<file path="src/rtl/seq_scan_ctrl.sv">
`default_nettype none
// ============================================================================
//  Module   : seq_scan_ctrl
//  Purpose  : Frame-based dual-pattern serial detector with saturating
//             per-pattern match counters and a valid/ready bit interface.
//  Revision : 1.0 - initial release
// ============================================================================
module seq_scan_ctrl #(
    parameter int PLEN  = 5,
    parameter int LEN_W = 8,
    parameter int CNT_W = 8
) (
    input  logic             clk,
    input  logic             rst,
    input  logic             start,
    input  logic [LEN_W-1:0] frame_len,
    input  logic [PLEN-1:0]  pat0,
    input  logic [PLEN-1:0]  pat1,
    input  logic             bit_valid,
    input  logic             bit_in,
    output logic             bit_ready,
    output logic             busy,
    output logic             match0,
    output logic             match1,
    output logic [CNT_W-1:0] cnt0,
    output logic [CNT_W-1:0] cnt1,
    output logic             done
);

    localparam logic [1:0]       c_IDLE    = 2'd0;
    localparam logic [1:0]       c_SCAN    = 2'd1;
    localparam logic [1:0]       c_DONE    = 2'd2;
    localparam logic [LEN_W:0]   c_PLEN    = (LEN_W+1)'(PLEN);
    localparam logic [LEN_W:0]   c_LEN_ONE = (LEN_W+1)'(1);
    localparam logic [CNT_W-1:0] c_CNT_ONE = CNT_W'(1);
    localparam logic [CNT_W-1:0] c_CNT_MAX = '1;

    logic [1:0]       r_state;
    logic [1:0]       w_next;
    logic [PLEN-1:0]  r_pat0;
    logic [PLEN-1:0]  r_pat1;
    logic [PLEN-1:0]  r_hist;
    logic [LEN_W-1:0] r_len;
    logic [LEN_W-1:0] r_bitcnt;
    logic             r_match0;
    logic             r_match1;
    logic [CNT_W-1:0] r_cnt0;
    logic [CNT_W-1:0] r_cnt1;

    logic [PLEN-1:0]  w_window;
    logic [LEN_W:0]   w_cnt_next;
    logic             w_accept;
    logic             w_start;
    logic             w_full;
    logic             w_last;
    logic             w_hit0;
    logic             w_hit1;

    assign w_accept   = bit_valid & bit_ready;
    assign w_start    = (r_state == c_IDLE) & start;
    assign w_window   = {r_hist[PLEN-2:0], bit_in};
    assign w_cnt_next = {1'b0, r_bitcnt} + c_LEN_ONE;
    // The window is only meaningful once PLEN bits of this frame have arrived.
    assign w_full     = (w_cnt_next >= c_PLEN);
    assign w_last     = (w_cnt_next == {1'b0, r_len});
    assign w_hit0     = w_accept & w_full & (w_window == r_pat0);
    assign w_hit1     = w_accept & w_full & (w_window == r_pat1);

    always_ff @(posedge clk or posedge rst) begin
        if (rst) begin
            r_state <= c_IDLE;
        end else begin
            r_state <= w_next;
        end
    end

    always_comb begin
        w_next = r_state;
        case (r_state)
            c_IDLE: begin
                if (start) begin
                    w_next = (frame_len == '0) ? c_DONE : c_SCAN;
                end
            end
            c_SCAN: begin
                if (w_accept && w_last) begin
                    w_next = c_DONE;
                end
            end
            c_DONE:  w_next = c_IDLE;
            default: w_next = c_IDLE;
        endcase
    end

    always_comb begin
        bit_ready = (r_state == c_SCAN);
        busy      = (r_state == c_SCAN);
        done      = (r_state == c_DONE);
    end

    always_ff @(posedge clk or posedge rst) begin
        if (rst) begin
            r_pat0   <= '0;
            r_pat1   <= '0;
            r_len    <= '0;
            r_hist   <= '0;
            r_bitcnt <= '0;
            r_match0 <= 1'b0;
            r_match1 <= 1'b0;
            r_cnt0   <= '0;
            r_cnt1   <= '0;
        end else begin
            r_match0 <= w_hit0;
            r_match1 <= w_hit1;
            if (w_start) begin
                r_pat0   <= pat0;
                r_pat1   <= pat1;
                r_len    <= frame_len;
                r_hist   <= '0;
                r_bitcnt <= '0;
                r_cnt0   <= '0;
                r_cnt1   <= '0;
            end else if (w_accept) begin
                r_hist   <= w_window;
                r_bitcnt <= w_cnt_next[LEN_W-1:0];
                if (w_hit0 && (r_cnt0 != c_CNT_MAX)) begin
                    r_cnt0 <= r_cnt0 + c_CNT_ONE;
                end
                if (w_hit1 && (r_cnt1 != c_CNT_MAX)) begin
                    r_cnt1 <= r_cnt1 + c_CNT_ONE;
                end
            end
        end
    end

    assign match0 = r_match0;
    assign match1 = r_match1;
    assign cnt0   = r_cnt0;
    assign cnt1   = r_cnt1;

endmodule
`default_nettype wire

</file>
<file path="config.mk">
export PLATFORM = sky130hd
export DESIGN_NAME = seq_scan_ctrl
export DESIGN_NICKNAME = d
export VERILOG_FILES = /design/src/rtl/seq_scan_ctrl.sv
export SDC_FILE = /design/constraint.sdc
export NUM_CORES = 1
export LEC_CHECK = 0
export BUFFER_PORTS_ARGS = -buffer_cell sky130_fd_sc_hd__clkbuf_2
export CAP_MARGIN = 0
export CORE_UTILIZATION = 55
export CTS_CLUSTER_DIAMETER = 150
export DETAILED_ROUTE_END_ITERATION = 6
export PLACE_DENSITY_LB_ADDON = 0.1
export SYNTH_ARGS = -nofsm -noshare
export SYNTH_HDL_FRONTEND = slang
export SYNTH_SLANG_ARGS = --single-unit
</file>
<file path="constraint.sdc">
create_clock -name clk -period 2.8 [get_ports clk]
set_input_delay 0.7 -clock clk [delete_from_list [all_inputs] [get_ports clk]]
set_output_delay 0.7 -clock clk [all_outputs]
set_load 0.03 [all_outputs]
</file>
== Yosys cells after proc, flatten, opt, wreduce, memory -nomap -nowiden ==
Cells that the tools add are included.
Operators by class
  add/subtract/negate cells: 3
  order comparisons: 1
  eq/ne operators: 9
  multiplexer cells: 14
  bitwise gates (word level): 5
  reduce and logical (&&, ||, !) cells: 11
Operators by type and width (count)
  8-bit two-way mux: 8
  8-bit by 1-bit adder with 8-bit output (second input constant): 2
  8-bit inequality test (second input constant): 2
  5-bit == test: 2
  8-bit by 1-bit adder with 9-bit output (second input constant): 1
  9-bit by 8-bit == test with 1-bit output: 1
  9-bit by 3-bit >= comparator with 1-bit output (second input constant): 1
  8-bit zero test: 1
  4-bit two-way mux: 2
  2-bit two-way mux: 3
  2-bit AND reduction: 3
  2-bit nonzero test: 3
  1-bit bitwise AND: 5
  2-bit one-hot mux with 2 select lines: 1
  1-bit logical AND: 3
  2-bit by 1-bit == test with 1-bit output (second input constant): 1
  2-bit == test (second input constant): 1
  2-bit zero test: 1
  2-bit by 1-bit inequality test with 1-bit output (second input constant): 1
  2-bit inequality test (second input constant): 1
Word-level totals
  bits in registers: 50
  input port bits: 23
  output and inout port bits: 21
  logic and storage cells: 53

== Logic depth before layout (Yosys ltp) ==
Gate-level depths: netlist of run 1.
  word-level depth: 8
  gate-level depth with buffers: 9
  gate-level depth less buffers: 8

== Worst setup path after synthesis of run 1 ==
OpenSTA, ideal clock, no wires.
  path kind: reg-to-reg
  from: register r_bitcnt[0]
  to: register r_state[0]
  arrival time: 2005 ps
  slack: 675 ps
  cell stages (with the launch flop): 8
  cells stage by stage: dfrtp_1 -> inv_1 -> ha_1 -> xor2_1 -> nor4_2 -> o2111ai_1 -> or4_1 -> a22o_1
Between the ends
  longest elaborated chain between the ends: 5
RTL lines
  start: declaration: RTL line 44  | logic [LEN_W-1:0] r_bitcnt;
  start signal: assignment: RTL line 125  | r_bitcnt <= w_cnt_next[LEN_W-1:0];
  8-bit by 1-bit adder with 9-bit output: RTL line 62  | assign w_cnt_next = {1'b0, r_bitcnt} + c_LEN_ONE;
  9-bit by 8-bit == test with 1-bit output: RTL line 65  | assign w_last = (w_cnt_next == {1'b0, r_len});
  1-bit logical AND: RTL line 86  | if (w_accept && w_last) begin
  2-bit by 1-bit inequality test with 1-bit output (no line)
  2-bit AND reduction (no line)
  end signal: assignment: RTL line 71  | r_state <= c_IDLE;
  end signal: assignment: RTL line 73  | r_state <= w_next;
  end: declaration: RTL line 38  | logic [1:0] r_state;
No other way between the ends.
A chain may end at the register's enable or synchronous reset.

== Final worst setup path of run 1 ==
  from: register r_bitcnt[0]
  to: register r_cnt1[7] (netlist: cnt1[7])
Between the ends
  longest elaborated chain between the ends: 7
RTL lines
  8-bit by 1-bit adder with 9-bit output: RTL line 62
  9-bit by 3-bit >= comparator with 1-bit output: RTL line 64  | assign w_full = (w_cnt_next >= c_PLEN);
  1-bit bitwise AND (2 in a row): RTL line 67  | assign w_hit1 = w_accept & w_full & (w_window == r_pat1);
  1-bit logical AND: RTL line 129  | if (w_hit1 && (r_cnt1 != c_CNT_MAX)) begin
  2-bit nonzero test (no line)
  2-bit AND reduction (no line)
  end signal: assignment: RTL line 130  | r_cnt1 <= r_cnt1 + c_CNT_ONE;
  end: declaration: RTL line 48  | logic [CNT_W-1:0] r_cnt1;
No other way between the ends.

==> metrics.cfg, run 1 <==
[timing]
timing.hold.ws_ns = 0.391
relSlewSlack_pct = 37.3
finClkSkew_ns = 0.00440
rsz0062_at_grt = false
hold_viol_final = 0
fmax_mhz = 392
worst_pin_slew_ns = 0.938
worst_slack_ns = 0.247
fin_crit_sh_pct = 91.2
layout_min_cycle_time_ns = 2.55
setup_viol = 0
final-max-slew-violation-count = 0
setup_tns_ns = 0

[critical_path]
crit_fanout = 13
crit_required_ns = 3.03
r2r_slack_ns = 0.25
crit_buf_inv = 0
cp_cell_sequence = ha_1 > and4_4 > nand2_2 > mux2_4 > o2111ai_2 > or4_1 > a21oi_1
worstSetupEndpointType = flop
slowest_delay_ns = 0.50
cp_slowest_cell = or4_1
worstSetupPathType = flop to flop
critPathTopFamily = simple AND/OR/NAND/NOR gates
critPathArrivalTime_ns = 2.78
startpoint_type = flop

[yosys]
synth.yosys.seq_area_share_pct = 46.2
ys_warn_count = 0
syn-instance-count = 300
avgSynthCellArea_um2 = 9.03
synthFlopType = dfrtp_1
async_flop_share_pct = 100
ys_types = 44
synth_area_leaders = dfrtp_1, nand2_1, o21ai_0
ys_seq_elements = 50
yosysTopAreaCellShare_pct = 46.2
synth_area_um2 = 2710
synthesis.nets = 327
yosysTopAreaCell = dfrtp_1
synth_edf_count = 0

[grt]
antenna_found_initial = 0
grt_max_degree = 29
overflow = 0
grt_pass1_wl_mm = 9.28
grt_pass1_vias = 2066
track_usage_pct = 22.7

[die]
die_x_um = 72.2
die_area_um2 = 5210
io_pins = 44
start_util_pct = 57.4
rows = 25
die_y_um = 72.2
core_area_um2 = 4720

[cts]
cts_buffers = 5
root_buffer = clkbuf_8
clock_latency_ns = 0.31
cts_setup_buffers = 0
cts_max_level = 2
cts.reportedPaths.clkPinSlew_ns = 0.10
post_cts_resized = 0
cts_tree = done
cts_hold_buf = 0
cts.path.max_buffers = 2
clkSinkCount = 50

[power_and_ir_drop]
ir_worst_vdd_uv = 490
powerDensity_nw_per_um2 = 798
power.leakage_nw = 1.47
total_power_mw = 2.46

[final_layout]
nNetsFinal = 366
insertedDiodeCount = 0
drive_above_1_share_pct = 19.7
fill_cells = 422
fin_area_um2 = 3090
syn_to_final_growth_pct = 13.9
fin_util_pct = 65.4
final_cell_mix = nand2_1, dfrtp_1, clkbuf_2
layout_commonest_cell = nand2_1
fin_cells = 407

[detailed_routing]
drt_first_pass_iters = 6
drc = 0
postRouteAntennaNets = 0
routedWlPerCell_um = 13.6
viasPerCell = 5.43
drt_iter0_drc = 139
via_count = 2209
wl_mm = 5.54

[placed_design]
post-place-ws_ns = 0.259
place_inst = 399
hpwl_mm = 3.91
port_buffers = 43
gp_congestion = 0.833
place_area_um2 = 2970

[status]
status = complete, no violations

[run]
maxCapViolCount = 0

[worst_hold_path]
hold_path_class = primary input to asynchronous set/reset pin

-- registers in the layout, indices dropped and copies added (netlist names) --
name,count
cnt0,8
cnt1,8
match0,1
match1,1
r_bitcnt,8
r_hist,4
r_len,8
r_pat0,5
r_pat1,5
r_state,2
-- synth_stat cells (all sizes together), types with 7 or more instances --
| master | instances |
|---|---|
| nand2 | 71 |
| dfrtp | 50 |
| o21ai | 26 |
| a21oi | 15 |
| xnor2 | 12 |
| nand3 | 11 |
| inv | 10 |
| nor2 | 10 |
| xor2 | 10 |
| buf | 8 |
| o31ai | 8 |
| clkbuf | 7 |
| or3 | 7 |
-- power by group --
part           switching (mW)  internal [mW]  leakage, nW
Combinational           0.480          0.361        0.762
Clock                   0.254          0.266       0.0504
Sequential              0.193          0.909        0.658
-- kinds of logic (layout without fill, tap and decap cells) --
family	after synthesis	in the layout	synth area share, %
mux	3	3	1.29
buf+inv	25	65	4.25
simple gates	133	133	24.7
xor+xnor	22	22	7.11
fa+ha+maj	4	4	1.85
compound gates	63	63	14.6
flops	50	50	46.2
-- area by class of cell --
| type | instances | area (µm²) | area share [%] |
|---|---|---|---|
| multi-input cells | 225 | 1340 | 43.5 |
| flip-flops and latches | 50 | 1250 | 40.5 |
| repair buffers | 47 | 258 | 8.35 |
| well taps | 67 | 83.8 | 2.72 |
| clock buffers | 5 | 68.8 | 2.23 |
| clock inverters | 3 | 45.0 | 1.46 |
| inverters | 10 | 37.5 | 1.22 |
-- worst paths after layout --
path	startpoint	to	cells after the start
worst max register to register	r_bitcnt[0]$_DFFE_PP0P_	cnt1[7]$_DFFE_PP0P_	7
worst max-delay path	r_bitcnt[0]$_DFFE_PP0P_	cnt1[7]$_DFFE_PP0P_	7
worst min-delay path	rst	match1$_DFF_PP0_	2
worst min register to register	r_pat0[0]$_DFFE_PP0P_	r_pat0[0]$_DFFE_PP0P_	2
min in group clk	r_pat0[0]$_DFFE_PP0P_	r_pat0[0]$_DFFE_PP0P_	2
max in group asynchronous	rst	r_len[6]$_DFFE_PP0P_	3
-- routing by layer --
metal / up-vias / GRT usage (%) / wire [µm]
met5: - / 0 / 0
met4: 0 / 6.75 / 36
met2: 40 / 37.7 / 2600
met1: 1040 / 30.2 / 2720
li1: 1123 / - / -
met3: 6 / 4.44 / 186
Power figures use the tool's default switching activity.
==> inputs of run 2 (changes only) <==
- ABC_AREA: default -> 1
- CTS_CLUSTER_SIZE: default -> 8
==> run 2 against run 1 <==
Against the previous run: fmax up 31%; utilization up 0.14 points; area after synthesis up 2.6%; sequential share of layout area down 0.61 points; clock skew up 0.0053 ns; worst setup slack better by 0.60 ns; final area up 1.5%; critical path type unchanged; critical endpoint is now cnt0[0]$_DFFE_PP0P_.
==> metrics.cfg, run 2 <==
[final_layout]
nNetsFinal = 422  ; was 366
insertedDiodeCount = 0  ; unchanged
layout_commonest_cell = nand2_1  ; unchanged
final_cell_mix = nand2_1, dfrtp_1, clkbuf_2  ; unchanged
drive_above_1_share_pct = 18.2  ; was 19.7%
fin_cells = 462  ; was 407
fin_area_um2 = 3130  ; was 3090 µm²
syn_to_final_growth_pct = 12.8  ; was 13.9%
fin_util_pct = 65.5  ; was 65.4%

[timing]
worst_slack_ns = 0.848  ; was 0.247 ns
final-max-slew-violation-count = 0  ; unchanged
relSlewSlack_pct = 56.2  ; was 37.3%
setup_viol = 0  ; unchanged
layout_min_cycle_time_ns = 1.95  ; was 2.55 ns
fin_crit_sh_pct = 69.7  ; was 91.2%
finClkSkew_ns = 0.00966  ; was 0.00440 ns
setup_tns_ns = 0  ; unchanged
worst_pin_slew_ns = 0.656  ; was 0.938 ns
fmax_mhz = 512  ; was 392 MHz
hold_viol_final = 0  ; unchanged
rsz0062_at_grt = false  ; unchanged

[cts]
cts_buffers = 5  ; unchanged
clock_latency_ns = 0.30  ; was 0.31 ns
clkSinkCount = 50  ; unchanged
cts_hold_buf = 0  ; unchanged
cts_setup_buffers = 0  ; unchanged
root_buffer = clkbuf_8  ; unchanged
cts_tree = done  ; unchanged
post_cts_resized = 0  ; unchanged
cts.reportedPaths.clkPinSlew_ns = 0.09  ; was 0.10 ns
cts.path.max_buffers = 2  ; unchanged
cts_max_level = 2  ; unchanged

[worst_hold_path]
hp-start = r_pat0[3]$_DFFE_PP0P_
hold_path_class = flop to flop  ; was primary input to asynchronous set/reset pin

[yosys]
synthFlopType = dfrtp_1  ; unchanged
async_flop_share_pct = 100  ; unchanged
synth.area.mux_share_pct = 0  ; was 1.29%
synth_edf_count = 0  ; unchanged
yosysTopAreaCell = dfrtp_1  ; unchanged
avgSynthCellArea_um2 = 7.92  ; was 9.03 µm²
synth_most_common_cell = nand2_1  ; unchanged
yosys.area_share.simple_pct = 33.0  ; was 24.7%
yosys.area_share.xor_xnor_pct = 8.51  ; was 7.11%
synth_common_cells = nand2_1, dfrtp_1, nand3_1  ; was nand2_1, dfrtp_1, o21ai_0
ys_seq_elements = 50  ; unchanged
synth_top_family_by_area = simple AND/OR/NAND/NOR gates  ; unchanged
synth_area_leaders = dfrtp_1, nand2_1, nand3_1  ; was dfrtp_1, nand2_1, o21ai_0
ys_types = 27  ; was 44
ys_warn_count = 0  ; unchanged
syn-instance-count = 351  ; was 300
synth_compound_area_share_pct = 4.41  ; was 14.6%
synth_area_um2 = 2780  ; was 2710 µm²
synthesis.nets = 378  ; was 327
synthAdderAreaFrac_pct = 1.80  ; was 1.85%
yosysTopAreaCellShare_pct = 45.0  ; was 46.2%
synth.yosys.seq_area_share_pct = 45.0  ; was 46.2%

[placed_design]
post-place-ws_ns = 0.836  ; was 0.259 ns
hpwl_mm = 3.97  ; was 3.91 mm
place_area_um2 = 3060  ; was 2970 µm²
place_inst = 455  ; was 399
gp_congestion = 0.816  ; was 0.833
port_buffers = 43  ; unchanged

[critical_path]
startpoint_type = flop  ; unchanged
critPathArrivalTime_ns = 2.15  ; was 2.78 ns
worstSetupPathType = flop to flop  ; unchanged
cp-startpoint = r_bitcnt[0]$_DFFE_PP0P_  ; unchanged
worstSetupEndpointType = flop  ; unchanged
crit_fanout = 9  ; was 13
r2r_start = r_bitcnt[0]$_DFFE_PP0P_  ; unchanged
crit_required_ns = 2.99  ; was 3.03 ns

[power_and_ir_drop]
power.leakage_nw = 1.69  ; was 1.47 nW
powerDensity_nw_per_um2 = 842  ; was 798 nW/µm²
ir_worst_vdd_uv = 487  ; was 490 µV

[status]
status = complete, no violations  ; unchanged

[die]
start_util_pct = 58.1  ; was 57.4%
die_y_um = 73.1  ; was 72.2 µm
die_area_um2 = 5340  ; was 5210 µm²
io_pins = 44  ; unchanged
die_x_um = 73.1  ; was 72.2 µm
rows = 25  ; unchanged
core_area_um2 = 4790  ; was 4720 µm²

[run]
maxCapViolCount = 0  ; unchanged

[detailed_routing]
via_count = 2318  ; was 2209
drt_first_pass_iters = 4  ; was 6
routedWlPerCell_um = 11.9  ; was 13.6 µm
drc = 0  ; unchanged
drt_iter0_drc = 113  ; was 139
wl_mm = 5.50  ; was 5.54 mm
viasPerCell = 5.02  ; was 5.43
postRouteAntennaNets = 0  ; unchanged

[grt]
grt_max_degree = 51  ; was 29
track_usage_pct = 22.8  ; was 22.7%
antenna_found_initial = 0  ; unchanged
overflow = 0  ; unchanged
grt_pass1_wl_mm = 9.40  ; was 9.28 mm
grt_pass1_vias = 2172  ; was 2066

run 2: cell count changes after synthesis, moves of 7 or more:
cell,change
o21ai_0,-11
or3_1,-7
inv_1,+26
nand2_1,+37
nor2_1,+14
o31ai_1,-8
nand3_1,+31
a21oi_1,-14
run 2: final timing paths:
check                                   endpoint  slack (ns)  depth (start not counted)
min                        r_pat0[3]$_DFFE_PP0P_        0.51                          2
max                          cnt0[0]$_DFFE_PP0P_        0.85                         12
max in group asynchronous  r_pat0[3]$_DFFE_PP0P_        1.85                          3
max reg2reg                  cnt0[0]$_DFFE_PP0P_        0.85                         12
min reg2reg                r_pat0[3]$_DFFE_PP0P_        0.51                          2
min in group asynchronous  r_pat1[4]$_DFFE_PP0P_        0.54                          3
run 2: per-layer routing:
layer	wire length (µm)	global-route usage (%)
met3	189	4.70
met1	2710	29.1
met5	0	0
met2	2540	39.3
met4	61	6.32
run 2: where the power goes:
| group | internal (mW) | leakage (nW) | switching, mW | total, mW |
|---|---|---|---|---|
| clock | 0.173 | 0.0383 | 0.226 | 0.399 |
| sequential | 0.934 | 0.659 | 0.199 | 1.13 |
| combinational | 0.398 | 0.995 | 0.710 | 1.11 |
| total | 1.51 | 1.69 | 1.13 | 2.64 |
run 2: cell type report:
| type | count | area (µm²) |
|---|---|---|
| Fill cell | 431 | 1650 |
| Timing Repair Buffer | 46 | 238 |
| Sequential cell | 50 | 1250 |
| Clock buffer | 7 | 76.3 |
| Multi-Input combinational cell | 250 | 1330 |
| Inverter | 42 | 158 |
| Tap cell | 67 | 83.8 |
run 2: through the flow:
stage          power, mW  hold slack (ns)
3_3_place_gp        2.23            0.488
3_5_place_dp        2.26            0.495
6_report            2.64            0.509
5_1_grt             2.85            0.541
4_1_cts             2.67            0.517
2_1_floorplan       2.01            0.468
run 2: worst max-delay path, cell delays in order, from the launching register on:
cell and delay, ns:
dfrtp_1 0.47, inv_2 0.10, ha_1 0.33, inv_1 0.08, nand3b_1 0.07, nand2_1 0.08
nand3_1 0.12, nor2_4 0.12, nand2_4 0.09, nand4_4 0.13, nand2_4 0.10, nand2_1 0.09
nand2_1 0.05
run 2: kinds of logic after synthesis:
family                     count (synthesis)
AOI/OAI and AO/OA                         23
xor gates and xnor gates                  27
adders and majority gates                  4
buffers and inverters                     51
DFF                                       50
and+or+nand+nor                          196
==> inputs of run 3 (changes only) <==
- clock period: 2.8 -> 1.8 ns (I/O delays scaled with it)
==> run 3 against run 2 <==
Against the previous run: sequential power is 55% higher; global-route usage grew 2.0 points; wire length up 9.9%; non-clock buffer count is 22 higher; clock skew decreased by 0.0060 ns; register-to-register slack got worse by 0.80 ns; flip-flop and latch count is the same; hold slack worse by 0.36 ns; first-iteration DRC count is 62% higher; critical endpoint is now cnt1[2]$_DFFE_PP0P_.
==> metrics.cfg, run 3 (synthesis results as in run 2) <==
[placed_design]
hpwl_mm = 4.22  ; was 3.97 mm
port_buffers = 43  ; unchanged
gp_congestion = 0.841  ; was 0.816
post-place-ws_ns = -0.0564  ; was 0.836 ns
place_area_um2 = 3190  ; was 3060 µm²

[final_layout]
syn_to_final_growth_pct = 24.7  ; was 12.8%
final_cell_mix = nand2_1, dfrtp_1, clkbuf_2  ; unchanged
layout_commonest_cell = nand2_1  ; unchanged
fin_area_um2 = 3470  ; was 3130 µm²
nNetsFinal = 446  ; was 422
insertedDiodeCount = 0  ; unchanged
drive_above_1_share_pct = 29.0  ; was 18.2%

[detailed_routing]
via_count = 2472  ; was 2318
wl_mm = 6.05  ; was 5.50 mm
viasPerCell = 5.08  ; was 5.02
drt_first_pass_iters = 4  ; unchanged
drc = 0  ; unchanged
drt_iter0_drc = 183  ; was 113
routedWlPerCell_um = 12.4  ; was 11.9 µm
postRouteAntennaNets = 0  ; unchanged

[grt]
overflow = 0  ; unchanged
grt_max_degree = 51  ; unchanged
grt_pass1_wl_mm = 10.2  ; was 9.40 mm
antenna_found_initial = 0  ; unchanged
grt_pass1_vias = 2274  ; was 2172
track_usage_pct = 24.8  ; was 22.8%

[timing]
rsz0062_at_grt = true  ; was false
fin_crit_sh_pct = 97.4  ; was 69.7%
layout_min_cycle_time_ns = 1.75  ; was 1.95 ns
worst_slack_ns = 0.0467  ; was 0.848 ns
worst_pin_slew_ns = 0.443  ; was 0.656 ns
relSlewSlack_pct = 70.3  ; was 56.2%
fmax_mhz = 570  ; was 512 MHz
setup_viol = 0  ; unchanged
final-max-slew-violation-count = 0  ; unchanged
timing.hold.ws_ns = 0.153  ; was 0.509 ns
hold_viol_final = 0  ; unchanged
finClkSkew_ns = 0.00370  ; was 0.00966 ns

[cts]
root_buffer = clkbuf_8  ; unchanged
cts_buffers = 5  ; unchanged
cts.reportedPaths.clkPinSlew_ns = 0.09  ; about the same
cts.path.max_buffers = 2  ; unchanged
cts_max_level = 2  ; unchanged
clkSinkCount = 50  ; unchanged
clock_latency_ns = 0.30  ; about the same
cts_tree = done  ; unchanged

[die]
die_x_um = 73.1  ; unchanged
start_util_pct = 58.1  ; unchanged
io_pins = 44  ; unchanged
die_area_um2 = 5340  ; unchanged
rows = 25  ; unchanged
die_y_um = 73.1  ; unchanged
core_area_um2 = 4790  ; unchanged

[critical_path]
crit_fanout = 6  ; was 9
worstSetupEndpointType = flop  ; unchanged
critPathTopFamily = simple AND/OR/NAND/NOR gates  ; unchanged
cp_cell_sequence = ha_4 > nand2_2 > inv_2 > nor2_2 > nand2_1 > nand3_2 > nor2_4 > nand2_4 > nand4_4 > buf_4 > nand3_1 > nand2_1  ; was inv_2 > ha_1 > inv_1 > nand3b_1 > nand2_1 > nand3_1 > nor2_4 > nand2_4 > nand4_4 > nand2_4 > nand2_1 > nand2_1
crit_path_frequent_cell = nand2_1  ; unchanged
crit_required_ns = 2.01  ; was 2.99 ns
crit_buf_inv = 2  ; unchanged
cp_slowest_cell = dfrtp_2  ; was dfrtp_1
critPathArrivalTime_ns = 1.96  ; was 2.15 ns
startpoint_type = flop  ; unchanged
worstSetupPathType = flop to flop  ; unchanged
slowest_delay_ns = 0.46  ; was 0.47 ns

[power_and_ir_drop]
power.leakage_nw = 1.86  ; was 1.69 nW
p_int_mw = 2.68  ; was 1.51 mW
power_frac_comb_pct = 44.9  ; was 42.0%
clkPwrFrac_pct = 17.4  ; was 15.1%
swShare_pct = 42.1  ; was 43.0%
seqPwrFrac_pct = 37.7  ; was 42.9%
power_switching_mw = 1.95  ; was 1.13 mW
ir_worst_vdd_uv = 855  ; was 487 µV
powerDensity_nw_per_um2 = 1340  ; was 842 nW/µm²

[status]
status = complete, no violations  ; unchanged

[worst_hold_path]
hold_path_class = primary input to asynchronous set/reset pin  ; was flop to flop

[run]
maxCapViolCount = 0  ; unchanged

## run 3: cell types whose count changed in the layout (fill, tap and decap cells not counted), moves of 3 or more
cell,previous run,this run
buf_4,3,22
nand2_1,106,96
inv_2,6,9
nand3_1,42,39
nand2_2,5,14
nand3_2,1,4
## run 3: power by group through the flow
stage | registers (mW) | clock network [mW] | logic, mW
2_1_floorplan | 1.79 | 0 | 1.34
3_3_place_gp | 1.74 | 0 | 1.88
3_5_place_dp | 1.75 | 0 | 1.93
4_1_cts | 1.73 | 0.824 | 2.01
5_1_grt | 1.80 | 0.871 | 2.32
6_report | 1.75 | 0.805 | 2.08
## run 3: final timing paths
| check | slack (ns) | to | start | cells after the start |
|---|---|---|---|---|
| max reg2reg | 0.05 | cnt1[2]$_DFFE_PP0P_ | r_bitcnt[1]$_DFFE_PP0P_ | 12 |
| max | 0.05 | cnt1[2]$_DFFE_PP0P_ | r_bitcnt[1]$_DFFE_PP0P_ | 12 |
| max in group asynchronous | 1.40 | r_bitcnt[1]$_DFFE_PP0P_ | rst | 3 |
| min in group clk | 0.33 | r_pat0[2]$_DFFE_PP0P_ | pat0[2] | 3 |
| min reg2reg | 0.51 | r_pat0[0]$_DFFE_PP0P_ | r_pat0[0]$_DFFE_PP0P_ | 2 |
| min | 0.15 | r_pat0[4]$_DFFE_PP0P_ | rst | 3 |
## run 3: routing by layer
metal	GRT usage, %	up-vias	part of all wire (%)
li1	-	1252	-
met1	34.8	1165	47
met2	40.3	51	49
met3	4.56	4	3.4
met4	5.23	0	0.83
met5	0	-	0
## run 3: area by class of cell
class / count / area [µm²]
Inverter: 42 / 158
Timing Repair Buffer: 68 / 423
Tap cell: 67 / 83.8
Clock inverter: 3 / 43.8
Sequential cell: 50 / 1250
Multi-Input combinational cell: 252 / 1440
Fill cell: 393 / 1320
Clock buffer: 5 / 68.8
## run 3: worst min-delay path: stages
cell and delay (ns):
clkbuf_2 0.08, inv_2 0.06, buf_12 0.25
## run 3: metrics by stage
stage / utilization [%] / power (mW) / setup TNS, ns / instances
3_5_place_dp: 66.7 / 3.68 / -0.549 / 471
6_report: 72.4 / 4.63 / 0 / 487
3_3_place_gp: 66.7 / 3.62 / 0 / 471
5_1_grt: 72.4 / 4.98 / -0.628 / 487
4_1_cts: 70.0 / 4.56 / 0 / 481
2_1_floorplan: - / 3.13 / 0 / 351
## run 3: what timing repair did
action                                 in CTS  in global routing
setup endpoints to repair                  16                 17
setup buffers                               0                  6
endpoints found under the hold margin       0                  0
gates cloned                                2                  0
resized for setup                           4                 23
pin swaps                                   4                 11
hold buffers                                0                  0
